===== config.mk =====
export PLATFORM = sky130hd
export DESIGN_NAME = demux2
export DESIGN_NICKNAME = d
export VERILOG_FILES = /design/src/rtl/demux2_pkg.sv /design/src/rtl/skid_slice.sv /design/src/rtl/demux2.sv
export SDC_FILE = /design/constraint.sdc
export NUM_CORES = 1
export LEC_CHECK = 0
export BUFFER_PORTS_ARGS = -buffer_cell sky130_fd_sc_hd__buf_2
export CAP_MARGIN = 20
export CORE_ASPECT_RATIO = 0.9
export CORE_MARGIN = 3
export CORE_UTILIZATION = 56
export DETAILED_ROUTE_END_ITERATION = 10
export PLACE_DENSITY = 0.82
export SKIP_CTS_REPAIR_TIMING = 1
export SLEW_MARGIN = 10
export SYNTH_ARGS = -nofsm -noshare
export SYNTH_HDL_FRONTEND = slang
export SYNTH_SLANG_ARGS = --single-unit

===== constraint.sdc =====
create_clock -name clk -period 3.9 [get_ports clk]
set_input_delay 0.39 -clock clk [delete_from_list [all_inputs] [get_ports clk]]
set_output_delay 0.39 -clock clk [all_outputs]
set_load 0.005 [all_outputs]

===== src/rtl/demux2_pkg.sv =====
// ============================================================================
// Module   : demux2_pkg
// Purpose  : Shared types and constants for the demux2 register-slice demux.
// Revision : 1.0 - initial release
// ============================================================================
`default_nettype none

package demux2_pkg;

  // Occupancy of the two-entry slice. 2'b11 is unreachable and recovers to EMPTY.
  typedef enum logic [1:0] {
    EMPTY = 2'b00,
    FULL  = 2'b01,
    SKID  = 2'b10
  } demux2_state_t;

  // Width of the optional per-port transfer counters.
  localparam int PERF_CNT_W = 32;

  // True when the slice holds at least one item.
  function automatic logic state_has_item(input demux2_state_t s);
    return (s == FULL) || (s == SKID);
  endfunction

endpackage : demux2_pkg

`default_nettype wire


===== src/rtl/skid_slice.sv =====
// ============================================================================
// Module   : skid_slice
// Purpose  : Two-entry valid/ready register slice (main + skid entry).
//            Breaks every combinational path between producer and consumer:
//            in_ready and out_valid/out_data all come straight from flops.
// Revision : 1.0 - initial release
// ============================================================================
`default_nettype none

module skid_slice
  import demux2_pkg::*;
#(
  parameter int WIDTH = 9
) (
  input  logic             clk,
  input  logic             resetn,
  input  logic             in_valid,
  output logic             in_ready,
  input  logic [WIDTH-1:0] in_data,
  output logic             out_valid,
  input  logic             out_ready,
  output logic [WIDTH-1:0] out_data,
  output logic             busy
);

  demux2_state_t    state_q;
  logic [WIDTH-1:0] m_q;         // main entry, presented downstream
  logic [WIDTH-1:0] s_q;         // skid entry, absorbs the item in flight when a stall begins
  logic             in_ready_q;
  logic             out_valid_q;

  logic in_fire;
  logic out_fire;

  assign in_fire  = in_valid & in_ready_q;
  assign out_fire = out_valid_q & out_ready;

  // Slice state machine: occupancy, both entries and the registered handshake outputs.
  always_ff @(posedge clk or negedge resetn) begin
    if (!resetn) begin
      state_q     <= EMPTY;
      m_q         <= '0;
      s_q         <= '0;
      in_ready_q  <= 1'b1;
      out_valid_q <= 1'b0;
    end else begin
      case (state_q)
        EMPTY: begin
          if (in_fire) begin
            m_q         <= in_data;
            out_valid_q <= 1'b1;
            state_q     <= FULL;
          end
        end
        FULL: begin
          if (out_fire && in_fire) begin
            m_q <= in_data;
          end else if (out_fire) begin
            m_q         <= '0;
            out_valid_q <= 1'b0;
            state_q     <= EMPTY;
          end else if (in_fire) begin
            // Stall just began: park the extra item and stop accepting.
            s_q        <= in_data;
            in_ready_q <= 1'b0;
            state_q    <= SKID;
          end
        end
        SKID: begin
          if (out_fire) begin
            m_q        <= s_q;
            s_q        <= '0;
            in_ready_q <= 1'b1;
            state_q    <= FULL;
          end
        end
        default: begin
          state_q     <= EMPTY;
          m_q         <= '0;
          s_q         <= '0;
          in_ready_q  <= 1'b1;
          out_valid_q <= 1'b0;
        end
      endcase
    end
  end

  assign in_ready  = in_ready_q;
  assign out_valid = out_valid_q;
  assign out_data  = m_q;
  assign busy      = state_has_item(state_q);

endmodule : skid_slice

`default_nettype wire


===== src/rtl/demux2.sv =====
// ============================================================================
// Module   : demux2
// Purpose  : Two-way registered demultiplexer with valid/ready handshake.
//            Each item carries a destination bit and is steered to port 0
//            (data RAM) or port 1 (MMIO). Strict FIFO order across ports.
// Config   : DEMUX2_PERF_EN - adds 32-bit per-port transfer counters cnt0/cnt1.
// Revision : 1.0 - initial release
// ============================================================================
`default_nettype none

module demux2
  import demux2_pkg::*;
#(
  parameter int WIDTH = 8
) (
  input  logic             clk,
  input  logic             resetn,
  input  logic             in_valid,
  output logic             in_ready,
  input  logic [WIDTH-1:0] in_data,
  input  logic             in_sel,
  output logic             out0_valid,
  input  logic             out0_ready,
  output logic [WIDTH-1:0] out0_data,
  output logic             out1_valid,
  input  logic             out1_ready,
  output logic [WIDTH-1:0] out1_data,
  output logic             busy
`ifdef DEMUX2_PERF_EN
  ,
  output logic [PERF_CNT_W-1:0] cnt0,
  output logic [PERF_CNT_W-1:0] cnt1
`endif
);

  logic             head_valid;
  logic             head_ready;
  logic [WIDTH:0]   head_item;   // {sel, data}
  logic             head_sel;
  logic [WIDTH-1:0] head_data;

  skid_slice #(
    .WIDTH (WIDTH + 1)
  ) u_slice (
    .clk       (clk),
    .resetn    (resetn),
    .in_valid  (in_valid),
    .in_ready  (in_ready),
    .in_data   ({in_sel, in_data}),
    .out_valid (head_valid),
    .out_ready (head_ready),
    .out_data  (head_item),
    .busy      (busy)
  );

  assign head_sel  = head_item[WIDTH];
  assign head_data = head_item[WIDTH-1:0];

  // Only the head item's port can release it, which gives head-of-line blocking.
  assign head_ready = head_sel ? out1_ready : out0_ready;

  // Port decode from registered state only; the idle port shows zero data.
  assign out0_valid = head_valid & ~head_sel;
  assign out1_valid = head_valid &  head_sel;
  assign out0_data  = out0_valid ? head_data : '0;
  assign out1_data  = out1_valid ? head_data : '0;

`ifdef DEMUX2_PERF_EN
  logic [PERF_CNT_W-1:0] cnt0_q, cnt0_d;
  logic [PERF_CNT_W-1:0] cnt1_q, cnt1_d;

  // Next count: one increment per accepted transfer, wrapping naturally.
  always_comb begin
    cnt0_d = cnt0_q;
    cnt1_d = cnt1_q;
    if (out0_valid && out0_ready) cnt0_d = cnt0_q + 1'b1;
    if (out1_valid && out1_ready) cnt1_d = cnt1_q + 1'b1;
  end

  // Counter registers, cleared only by reset.
  always_ff @(posedge clk or negedge resetn) begin
    if (!resetn) begin
      cnt0_q <= '0;
      cnt1_q <= '0;
    end else begin
      cnt0_q <= cnt0_d;
      cnt1_q <= cnt1_d;
    end
  end

  assign cnt0 = cnt0_q;
  assign cnt1 = cnt1_q;
`endif

endmodule : demux2

`default_nettype wire


* Word level (Yosys, flattened, before mapping) *
Cells that the tools add are included.

cells by class
  equality and inequality tests = 10
  muxes and demuxes = 26
  bitwise gates (word level) = 7
  reductions and logical operators = 7

operators with widths
  operator                                                                 count
  9-bit 2-to-1 mux                                                         6
  9-bit one-hot mux with 3 select lines                                    2
  8-bit 2-to-1 mux                                                         2
  2-bit 2-to-1 mux                                                         5
  1-bit 2-to-1 mux                                                         8
  2-bit by 1-bit inequality test with 1-bit output, second input constant  4
  4-bit AND reduction                                                      2
  3-bit by 1-bit inequality test with 1-bit output, second input constant  2
  1-bit one-hot mux with 3 select lines                                    2
  2-bit one-hot mux with 3 select lines                                    1
  5-bit AND reduction                                                      1
  1-bit bitwise AND                                                        4
  2-bit inequality test, second input constant                             2
  1-bit NOT                                                                3
  3-bit AND reduction                                                      1
  2-bit by 1-bit == test with 1-bit output, second input constant          1
  2-bit == test, second input constant                                     1
  2-bit zero test                                                          1
  1-bit logical AND                                                        1
  1-bit logical OR                                                         1

storage, ports and cells
  register bits after elaboration = 22
  bits of input ports = 14
  output and inout bits = 20

* Depth between registers and ports, before layout *
  depth in word-level cells = 5
  depth in mapped cells = 7
  gate-level depth less buffers = 6

* Hierarchy *
A second synthesis with hierarchy kept.

second synthesis, totals
  cell total of the unflattened synthesis = 150
  area, all modules = 1,372.6 µm²

by module, submodules not included
  module      instances  cells an instance  area an instance (µm²)  seq. area each (µm²)
  skid_slice  1          129                1,204.9                 551.8
  demux2      1          21                 167.7                   0.0

* Worst setup path after synthesis *
No wires, ideal clock.

  path kind = reg-to-reg
  start point = reg u_slice.state_q[1]
  end point = reg u_slice.state_q[0]
  setup time = 0.125 ns
  arrival = 1.712 ns
  data required time = 3.775 ns
  slack = 2.063 ns
  stages on the path, launching flop included = 8
  buffers on the path = 1
  clock period less this slack = 1.837 ns
  path through = dfrtp_1 > inv_1 > ha_1 > buf_2 > a21boi_0 > nor2_1 > o211ai_1 > mux2_2

on the way
  longest elaborated chain between the ends = 3

RTL lines
  element                                                                                    line              text
  from (decl)                                                                                skid_slice.sv:26  demux2_state_t state_q;
  from (signal assigned)                                                                     skid_slice.sv:41  state_q <= EMPTY;
  from (signal assigned)                                                                     skid_slice.sv:52  state_q <= FULL;
  from (signal assigned)                                                                     skid_slice.sv:61  state_q <= EMPTY;
  2-bit by 1-bit == test with 1-bit output (tied with other cells)                           skid_slice.sv:47  case (state_q)
  3-bit by 1-bit inequality test with 1-bit output (no source line) (tied with other cells)  --
  4-bit AND reduction (no source line)                                                       --

Parallel ways exist; a longest one is shown, timed or not.
A chain may end at the register's enable or synchronous reset.

* Worst setup path after layout *
  start point = reg u_slice.state_q[1]
  end point = reg u_slice.s_q[1]

on the way
  longest elaborated chain between the ends = 3

RTL lines
  element                                                                                    line              text
  2-bit by 1-bit == test with 1-bit output (tied with other cells)                           skid_slice.sv:47
  2-bit by 1-bit inequality test with 1-bit output (no source line) (tied with other cells)  --
  5-bit AND reduction (no source line)                                                       --
  to (signal assigned)                                                                       skid_slice.sv:64  s_q <= in_data;
  to (decl)                                                                                  skid_slice.sv:28  logic [WIDTH-1:0] s_q;

Parallel ways exist; a longest one is shown, timed or not.

==> out/results.txt <==
outcome: finished clean
row count: 16
P&R area growth vs syn: 15.4%
complex-gate fraction of the synthesized area: 0.219
main combinational cell family by area after synthesis: compound AO/OA/AOI/OAI gates
drt pass-1 iters: 4
final-report hold violation count: 0
maximum vdd drop: 0.000497 V
pin count of the biggest net entering global routing: 23
final cycle utilization of the critical path: 0.633
CP Capture Type: register
wire length on met3: 176 um
worst-skew pair later-pin latency: 320 ps
CTS Buf Count: 3
GR Overflow Total: 0
Crit path arrival time: 2720 ps
vias in the first global route: 1071
Final Worst Setup Slack: 1430 ps
Clock Tree Root: clkbuf_4
Post-Synthesis Cells: 148
Worst-Margin Slew: 954 ps
DR vias/cell: 5.65
first-pass GRT wire length: 5000 um
mux contribution to synthesized area: 0.0916
top layer in use: met4
worst-case hold slack: 5.81 ps
Static Leakage: 0.000871 uW
Setup Crit Path Kind: reg -> reg
share of cells above drive strength 1: 0.266
FF+latch count, synth: 22
die area: 3100 um2
core footprint: 2260 um2
register area share after synthesis: 0.400
Min-Delay Path Class: in -> async
adder-cell area share of the yosys netlist: 0.0453
Fillers: 180
Startpoint Class: register
CP max stage cell: a2111oi_4
Synth Area in XOR/XNOR: 0
DP Wirelength: 2130 um
max_slew headroom: 0.364
total negative slack: 0 ps
Chip Height: 53.1 um
initial antenna violation count: 0
min cycle time layout: 2470 ps
routed vias: 1152
NumNets Final: 197
Required @ worst endpoint: 4150 ps
RD Place Congestion: 0.789
CTS Buffer Depth: 2
initial DRC count: 41
Tot GR Track Use: 0.216
Initial Utilization: 0.610
Critical Path Max Stage Delay: 860 ps
skew final: 2.78 ps
total wire length: 2920 um
Post-Synth Simple-Gate Area: 0.156
CTS clk-pin slew, worst paths: 130 ps
Syn Area/Cell: 9.32 um2
WL/cell: 14.3 um
Syn. warnings: 0
port bufs: 33
Ports: 34
DP Worst Slack: 1520 ps
synth unique cells: 31
syn_nets: 167
routed length on met2: 1360 um
PD cells: 733 nW/um2
CP Cell Sequence: inv_1 -> ha_1 -> and3_4 -> a2111oi_4 -> mux2i_1
synthesized area: 1380 um2
Max-Cap Viols: 0
# diodes: 0
FMAX: 405 MHz
Pins Over Slew Limit: 0
H-tree depth: 1
DRC: 0
CTS tree: yes
Final setup viols: 0
met1 wire length: 1330 um
clk sinks: 22
Routed Antenna Nets: 0
critical path fanouts, max: 18
RSZ-0062 raised after global routing: false
Die X: 58.3 um
-- worst max-delay path, delay by kind of cell, from the launching register on --
family | cells | cell delay (ps)
buffers and inverters | 1 | 110
AND/OR/NAND/NOR | 1 | 280
multiplexers | 1 | 280
AO/OA/AOI/OAI | 1 | 860
flip-flops | 1 | 460
adder cells (fa/ha/maj) | 1 | 400
-- registers in the layout, indices dropped and copies added (netlist names) --
register and flops:
u_slice.out_valid 1, u_slice.in_ready 1, u_slice.s_q 9, u_slice.out_data 9
u_slice.state_q 2
-- report_power, final --
part           switching [uW]  internal, uW  total (uW)
logic                     330           269         599
clock network            72.8           104         177
registers                77.7           314         392
total                     481           687        1170
-- metal layers --
metal,vias up,GRT usage
li1,569,-
met5,-,0
met3,7,0.0268
met1,539,0.300
met4,0,0.0965
met2,37,0.335
-- logic make-up (layout without fill, tap and decap cells) --
| logic type | Yosys count | in the layout |
|---|---|---|
| flops | 22 | 22 |
| compound gates | 39 | 39 |
| mux | 12 | 12 |
| simple gates | 40 | 40 |
| fa+ha+maj | 5 | 5 |
| buf+inv | 30 | 59 |
-- worst paths after layout --
| check | start | end | slack [ps] | cells after the start |
|---|---|---|---|---|
| setup / recovery | u_slice.state_q[1] | u_slice.s_q[1] | 1430 | 5 |
| hold / removal | resetn | u_slice.s_q[8] | 6 | 1 |
| setup reg to reg | u_slice.state_q[1] | u_slice.s_q[1] | 1430 | 5 |
| hold reg to reg | u_slice.in_ready | u_slice.in_ready | 510 | 2 |
| max in group asynchronous | resetn | u_slice.in_ready | 3550 | 1 |
| min in group clk | in_data[7] | u_slice.s_q[7] | 320 | 3 |
-- cell usage in the layout, fill, tap and decap left out, types with 3 or more instances in the layout --
cell,synthesis,routed
clkbuf_4,0,3
and3_1,8,8
ha_1,5,5
mux2i_1,10,10
nor2_1,6,6
buf_2,1,33
nand2_1,11,11
inv_1,22,22
o21ai_0,11,11
and2_1,10,10
dfrtp_1,21,21
a22o_1,10,10
a22oi_1,9,9
-- metrics by stage --
stage          utilization  cell area (um2)  instances  power [uW]
5_1_grt              0.704             1590        204        1270
6_report             0.704             1590        204        1170
2_1_floorplan            -             1380        148         859
3_5_place_dp         0.681             1540        200         985
3_3_place_gp         0.681             1540        200         961
4_1_cts              0.704             1590        204        1170
-- final cells by class --
type                            instances  area, um2  area share
Clock buffer                            3       22.5      0.0141
Clock inverter                          1       30.0      0.0189
Inverter                               22       82.6      0.0518
Multi-Input combinational cell         96        707       0.444
Sequential cell                        22        552       0.346
Tap cell                               27       33.8      0.0212
Timing Repair Buffer                   33        165       0.104
-- cells in the mapped netlist --
cell | instances | area (um2)
inv_1 | 22 | 82.6
dfrtp_1 | 21 | 526
nand2_1 | 11 | 41.3
o21ai_0 | 11 | 55.1
a22o_1 | 10 | 87.6
and2_1 | 10 | 62.6
mux2i_1 | 10 | 100
a22oi_1 | 9 | 67.6
and3_1 | 8 | 50.1
clkbuf_1 | 6 | 22.5
nor2_1 | 6 | 22.5
ha_1 | 5 | 62.6
a2111oi_4 | 1 | 27.5
a21bo_2 | 1 | 10.0
a21boi_0 | 1 | 7.51
a21oi_1 | 1 | 5.00
a31o_2 | 1 | 8.76
a31oi_1 | 1 | 6.26
and2_2 | 1 | 7.51
and2b_2 | 1 | 8.76
and3_4 | 1 | 11.3
buf_2 | 1 | 5.00
buf_6 | 1 | 11.3
dfstp_2 | 1 | 26.3
mux2_2 | 1 | 11.3
mux2_4 | 1 | 15.0
nand4_1 | 1 | 6.26
nor3_1 | 1 | 5.00
o211ai_1 | 1 | 7.51
o211ai_2 | 1 | 12.5
o21bai_1 | 1 | 7.51
(Power assumes the default switching activity.)
